File: config.mk
export PLATFORM = sky130hd
export DESIGN_NAME = wino_btdb_stream_f23_flat
export DESIGN_NICKNAME = d
export VERILOG_FILES = /design/src/rtl/wino_btdb_stream_f23_if.sv /design/src/rtl/wino_btdb_stream_f23.sv /design/src/flat_wrapper.sv
export SDC_FILE = /design/constraint.sdc
export NUM_CORES = 2
export LEC_CHECK = 0
export CAP_MARGIN = 25
export CORE_ASPECT_RATIO = 0.7
export CORE_MARGIN = 1
export CORE_UTILIZATION = 63
export CTS_CLUSTER_SIZE = 16
export DETAILED_ROUTE_END_ITERATION = 16
export PLACE_DENSITY_LB_ADDON = 0.08
export SYNTH_ARGS = -nofsm -noshare
export SYNTH_HDL_FRONTEND = slang
export SYNTH_SLANG_ARGS = --single-unit
File: constraint.sdc
create_clock -name clk -period 9.28 [get_ports clk]
set_clock_uncertainty 0.05 [all_clocks]
set_input_delay 1.856 -clock clk [delete_from_list [all_inputs] [get_ports clk]]
set_output_delay 1.856 -clock clk [all_outputs]
set_load 0.01 [all_outputs]
File: src/rtl/wino_btdb_stream_f23_if.sv
// Row-stream bundle for the Winograd F(2x2,3x3) input transform:
// input rows from the tile fetcher, transformed rows to the multiply array.
interface wino_btdb_stream_f23_if #(
  parameter int DATA_WIDTH = 20,
  parameter int OUT_W      = DATA_WIDTH + 2
);
  logic                    in_valid;
  logic                    in_ready;
  logic [4*DATA_WIDTH-1:0] in_data;
  logic                    out_valid;
  logic                    out_ready;
  logic [4*OUT_W-1:0]      out_data;
  logic [1:0]              out_row;
  logic                    out_last;

  // Producer of input rows / consumer of output rows
  modport master (
    output in_valid, in_data, out_ready,
    input  in_ready, out_valid, out_data, out_row, out_last
  );

  // The transform block itself
  modport slave (
    input  in_valid, in_data, out_ready,
    output in_ready, out_valid, out_data, out_row, out_last
  );
endinterface

File: src/rtl/wino_btdb_stream_f23.sv
// Streaming Winograd F(2x2,3x3) input transform V = B^T*d*B.
// Each accepted row is right-multiplied by B and parked in a ping-pong bank;
// once a bank holds 4 rows it is drained one B^T row per beat.
module wino_btdb_stream_f23 #(
  parameter int DATA_WIDTH = 20,
  parameter int OUT_W      = DATA_WIDTH + 2,
  parameter int SAT        = 0
) (
  input logic                   clk,
  input logic                   rst_n,
  wino_btdb_stream_f23_if.slave bus
);
  localparam int UW = DATA_WIDTH + 1;
  localparam int VW = DATA_WIDTH + 2;

  logic [1:0]           full_q, full_d;
  logic                 wbank_q, wbank_d;
  logic                 rbank_q, rbank_d;
  logic [1:0]           wrow_q, wrow_d;
  logic [1:0]           rrow_q, rrow_d;
  logic signed [UW-1:0] mem_q [2][4][4];

  logic                 in_fire;
  logic                 out_fire;
  logic signed [UW-1:0] a_ext [4];
  logic signed [UW-1:0] u_row [4];
  logic signed [VW-1:0] r_ext [4][4];
  logic signed [VW-1:0] v_row [4];

  assign in_fire       = bus.in_valid && !full_q[wbank_q];
  assign out_fire      = full_q[rbank_q] && bus.out_ready;
  assign bus.in_ready  = !full_q[wbank_q];
  assign bus.out_valid = full_q[rbank_q];
  assign bus.out_row   = rrow_q;
  assign bus.out_last  = (rrow_q == 2'd3);

  // Row transform d*B on the incoming row, widened by one bit
  always_comb begin
    for (int unsigned j = 0; j < 4; j++) begin
      a_ext[j] = {bus.in_data[j*DATA_WIDTH + DATA_WIDTH - 1],
                  bus.in_data[j*DATA_WIDTH +: DATA_WIDTH]};
    end
    u_row[0] = a_ext[0] - a_ext[2];
    u_row[1] = a_ext[1] + a_ext[2];
    u_row[2] = a_ext[2] - a_ext[1];
    u_row[3] = a_ext[1] - a_ext[3];
  end

  // Tile storage: no reset needed, occupancy is tracked by full_q
  always_ff @(posedge clk) begin
    if (in_fire) begin
      for (int unsigned j = 0; j < 4; j++) begin
        mem_q[wbank_q][wrow_q][j] <= u_row[j];
      end
    end
  end

  // Bank/row pointer and occupancy next-state; write and drain always target different banks
  always_comb begin
    full_d  = full_q;
    wbank_d = wbank_q;
    wrow_d  = wrow_q;
    rbank_d = rbank_q;
    rrow_d  = rrow_q;
    if (in_fire) begin
      wrow_d = wrow_q + 2'd1;
      if (wrow_q == 2'd3) begin
        full_d[wbank_q] = 1'b1;
        wbank_d         = !wbank_q;
      end
    end
    if (out_fire) begin
      rrow_d = rrow_q + 2'd1;
      if (rrow_q == 2'd3) begin
        full_d[rbank_q] = 1'b0;
        rbank_d         = !rbank_q;
      end
    end
  end

  // Pointer and occupancy registers
  always_ff @(posedge clk or negedge rst_n) begin
    if (!rst_n) begin
      full_q  <= '0;
      wbank_q <= 1'b0;
      wrow_q  <= '0;
      rbank_q <= 1'b0;
      rrow_q  <= '0;
    end else begin
      full_q  <= full_d;
      wbank_q <= wbank_d;
      wrow_q  <= wrow_d;
      rbank_q <= rbank_d;
      rrow_q  <= rrow_d;
    end
  end

  // Column transform B^T for the current output row, full precision
  always_comb begin
    for (int unsigned k = 0; k < 4; k++) begin
      for (int unsigned j = 0; j < 4; j++) begin
        r_ext[k][j] = {mem_q[rbank_q][k][j][UW-1], mem_q[rbank_q][k][j]};
      end
    end
    for (int unsigned j = 0; j < 4; j++) begin
      case (rrow_q)
        2'd0:    v_row[j] = r_ext[0][j] - r_ext[2][j];
        2'd1:    v_row[j] = r_ext[1][j] + r_ext[2][j];
        2'd2:    v_row[j] = r_ext[2][j] - r_ext[1][j];
        default: v_row[j] = r_ext[1][j] - r_ext[3][j];
      endcase
    end
  end

  generate
    if (OUT_W >= VW) begin : g_ext
      // Lossless: sign-extend into the output lane
      always_comb begin
        bus.out_data = '0;
        for (int unsigned j = 0; j < 4; j++) begin
          bus.out_data[j*OUT_W +: OUT_W] = OUT_W'(v_row[j]);
        end
      end
    end else if (SAT != 0) begin : g_sat
      localparam logic signed [VW-1:0] SMAX = {{(VW-OUT_W+1){1'b0}}, {(OUT_W-1){1'b1}}};
      localparam logic signed [VW-1:0] SMIN = ~SMAX;
      // Narrow output: clamp to the representable range
      always_comb begin
        bus.out_data = '0;
        for (int unsigned j = 0; j < 4; j++) begin
          if (v_row[j] > SMAX) begin
            bus.out_data[j*OUT_W +: OUT_W] = SMAX[OUT_W-1:0];
          end else if (v_row[j] < SMIN) begin
            bus.out_data[j*OUT_W +: OUT_W] = SMIN[OUT_W-1:0];
          end else begin
            bus.out_data[j*OUT_W +: OUT_W] = v_row[j][OUT_W-1:0];
          end
        end
      end
    end else begin : g_wrap
      // Narrow output: keep low bits (two's-complement wrap)
      always_comb begin
        bus.out_data = '0;
        for (int unsigned j = 0; j < 4; j++) begin
          bus.out_data[j*OUT_W +: OUT_W] = v_row[j][OUT_W-1:0];
        end
      end
    end
  endgenerate
endmodule

File: src/flat_wrapper.sv
// flat-port wrapper written by rule: the top's interface ports become plain ports
module wino_btdb_stream_f23_flat 
#(
  parameter int DATA_WIDTH = 20,
  parameter int OUT_W      = DATA_WIDTH + 2,
  parameter int SAT        = 0
)
  (clk, rst_n, bus_in_valid, bus_in_data, bus_out_ready, bus_in_ready, bus_out_valid, bus_out_data, bus_out_row, bus_out_last);
  wino_btdb_stream_f23_if #(.DATA_WIDTH(DATA_WIDTH), .OUT_W(OUT_W)) bus_i ();
  input logic clk;
  input logic rst_n;
  input wire logic [$bits(bus_i.in_valid)-1:0] bus_in_valid;
  input wire logic [$bits(bus_i.in_data)-1:0] bus_in_data;
  input wire logic [$bits(bus_i.out_ready)-1:0] bus_out_ready;
  output wire logic [$bits(bus_i.in_ready)-1:0] bus_in_ready;
  output wire logic [$bits(bus_i.out_valid)-1:0] bus_out_valid;
  output wire logic [$bits(bus_i.out_data)-1:0] bus_out_data;
  output wire logic [$bits(bus_i.out_row)-1:0] bus_out_row;
  output wire logic [$bits(bus_i.out_last)-1:0] bus_out_last;
  assign bus_i.in_valid = bus_in_valid;
  assign bus_i.in_data = bus_in_data;
  assign bus_i.out_ready = bus_out_ready;
  assign bus_in_ready = bus_i.in_ready;
  assign bus_out_valid = bus_i.out_valid;
  assign bus_out_data = bus_i.out_data;
  assign bus_out_row = bus_i.out_row;
  assign bus_out_last = bus_i.out_last;
  wino_btdb_stream_f23 #(.DATA_WIDTH(DATA_WIDTH), .OUT_W(OUT_W), .SAT(SAT)) u_core (.clk(clk), .rst_n(rst_n), .bus(bus_i));
endmodule
==> out/metrics.cfg <==
[synthesis]
yosysSeqAreaShare = 0.443
synth-seq-cells = 672
syn-cell-area_sq_um = 45500
synth_warnings = 0
async_reset_ff_frac = 0.0119
avgSynthCellArea_sq_um = 10.5
synth_edf_count = 664
syn_inst = 4323
syn_nets = 4763
ys_types = 98
synthFlopType = edfxtp_1

[clock_network]
cts_hold_buf = 0
cts_buffers = 66
clkLatencyLatePin_ps = 620
path_clk_slew_ps = 70
cts-resized-gates = 0
cts-root-buf = clkbuf_16
htree_levels = 3
cts_buffer_depth = 3
clock_sinks = 672
post_cts_buffers = 0
cts_tree = built

[die]
die_area_sq_um = 73300
rows = 82
start_util = 0.636
design.core.area_sq_um = 71500
ios = 177
dieHeight_microns = 227
die_w_microns = 323

[detailed_routing]
routedWlPerCell_microns = 25.6
ant_nets = 0
vias_per_cell = 6.57
drt_iter0_drc = 5040
dr.pass1.iters = 8
via_count = 36100
totalWireLength_mm = 141
drc = 0

[setup_path]
critPathArrivalTime_ps = 7020
reg2reg_from = u_core.wbank_q$_DFFE_PN0P_
start_kind = flop
startpoint = u_core.rbank_q$_DFFE_PN0P_
required_ps = 7370
crit_fanout = 58
end_kind = primary output
path_class = flop to primary output

[power_and_ir_drop]
leakagePower_nw = 20.0
p_total_w = 0.0217
p_per_area_nw_per_um2 = 429
ir_worst_vdd_uv = 448

[cells_and_area]
fillers = 5365
fin_nets = 4915
area_growth_syn_to_layout_pct = 11.3
drive_above_1_share = 0.0771
final_area_sq_um = 50600
regArea_sq_um = 20100
final_cell_mix = edfxtp_1 (664), nand2_1 (338), ha_1 (337)
layout_commonest_cell = edfxtp_1
multiInputGateArea_sq_um = 23800

[grt]
grt_max_degree = 103
track_usage = 0.379
antenna_found_initial = 2
grt_remaining_overflow = 0
grt_pass1_wl_mm = 204
grt_pass1_vias = 32800

[placement]
gp_congestion = 1.03
hpwl_mm = 102
placed_area_sq_um = 48400
numPortBuffers = 176

[timing]
hold_viol = 0
fin_crit_ps = 8920
relSlewSlack = 0.223
setup_viol = 0
rsz0062_at_grt = false
hold_slack_ps = 494
tightestPinTransition_ps = 1170
fmax_mhz = 112
setup-tns-final_ps = 0
fin_crit_sh = 0.962
slew_viol_final = 0

[min_path]
hp-start = u_core.full_q[1]$_DFF_PN0_
hold_path_class = flop to flop

[outcome]
outcome = finished clean

[run]
cap_violations = 0

==> cell usage after synthesis, types with 16 or more instances <==
cell | number | area (sq um)
nand2b_1 | 58 | 363
a211oi_1 | 30 | 225
mux2_2 | 122 | 1370
o21ai_0 | 273 | 1370
o21bai_1 | 28 | 210
a221oi_1 | 47 | 412
nor2_1 | 247 | 927
a31oi_1 | 50 | 313
nor4_1 | 22 | 138
nor2b_1 | 69 | 432
nand2_1 | 338 | 1270
edfxtp_1 | 664 | 19900
o31ai_1 | 24 | 180
nor3_1 | 67 | 335
a21oi_1 | 322 | 1610
xor2_1 | 93 | 815
ha_1 | 340 | 4250
a22oi_1 | 17 | 128
and3_1 | 35 | 219
fa_1 | 16 | 320
buf_1 | 19 | 71.3
inv_1 | 270 | 1010
buf_2 | 37 | 185
nand3_1 | 36 | 180
a21o_1 | 105 | 788
xnor2_1 | 241 | 2110
o21a_1 | 51 | 383
and2_1 | 21 | 131
mux2i_1 | 249 | 2490
clkbuf_1 | 90 | 338
o21ai_1 | 20 | 100
o211ai_1 | 27 | 203
==> registers in the layout (all words and copies together) (netlist names) <==
signal,flops
u_core.bus.out_row,2
u_core.full_q,2
u_core.wbank_q,1
u_core.mem_q,664
u_core.wrow_q,2
u_core.rbank_q,1
==> final timing paths <==
path / depth (start not counted) / slack [ps] / endpoint
setup reg to reg: 7 / 4930 / u_core.mem_q[0][296]$_DFFE_PP_
hold reg to reg: 1 / 490 / u_core.full_q[1]$_DFF_PN0_
hold / removal: 1 / 490 / u_core.full_q[1]$_DFF_PN0_
setup / recovery: 18 / 360 / bus_out_data[58]
max in group asynchronous: 1 / 7000 / u_core.rbank_q$_DFFE_PN0P_
min in group asynchronous: 1 / 1620 / u_core.rbank_q$_DFFE_PN0P_
==> cells by family (layout without fill, tap and decap cells) <==
| logic type | count (synthesis) | count (layout) | share of synthesized area |
|---|---|---|---|
| compound gates | 1177 | 1177 | 0.167 |
| simple gates | 988 | 988 | 0.104 |
| flops | 672 | 672 | 0.443 |
| buf+inv | 424 | 629 | 0.0367 |
| mux | 372 | 372 | 0.0852 |
| fa+ha+maj | 356 | 356 | 0.101 |
| xor+xnor | 334 | 334 | 0.0643 |
| other cells | 0 | 1 | 0 |
==> metal layers <==
metal	up-vias	track usage	wire (microns)
met3	244	0.0896	17100
met4	4	0.120	4350
met1	17200	0.575	61700
li1	16400	-	-
met2	2202	0.531	57600
met5	-	0	26
==> per-stage QoR <==
step,util,worst slack (ps),instances
after floorplan,-,1930,4323
after global placement,0.676,1320,5368
after detailed placement,0.677,1300,5371
after CTS,0.708,566,5492
after global routing,0.708,146,5494
final,0.708,355,5495
==> power by group <==
group          leakage [nW]  switching [W]  internal [W]
clock                  1.06        0.00120       0.00158
sequential             6.11       0.000182       0.00405
combinational          12.8        0.00872       0.00601
total                  20.0         0.0101        0.0116
==> cell type report <==
type / count / share of cell area
diodes: 1 / 0.0000494
clock buffers: 75 / 0.0341
clock inverters: 46 / 0.00941
inverters: 271 / 0.0201
multi-input cells: 3227 / 0.470
flip-flops and latches: 672 / 0.398
well taps: 966 / 0.0239
repair buffers: 237 / 0.0451
==> critical path, stage by stage (launching register included) <==
cell and delay (ps):
dfrtp_4 1000, buf_4 360, buf_12 290, nor4_1 110, a31oi_1 550, nor3_1 150, nor2_1 150, xnor2_1 90
ha_1 360, a21o_1 200, a21oi_1 470, nand2_1 110, a31oi_1 540, o21ai_0 470, a31oi_1 320, xnor2_1 170
nand2_1 90, o311ai_0 180, clkdlybuf4s50_1 660
No activity file was read; power rests on OpenSTA's default activity.
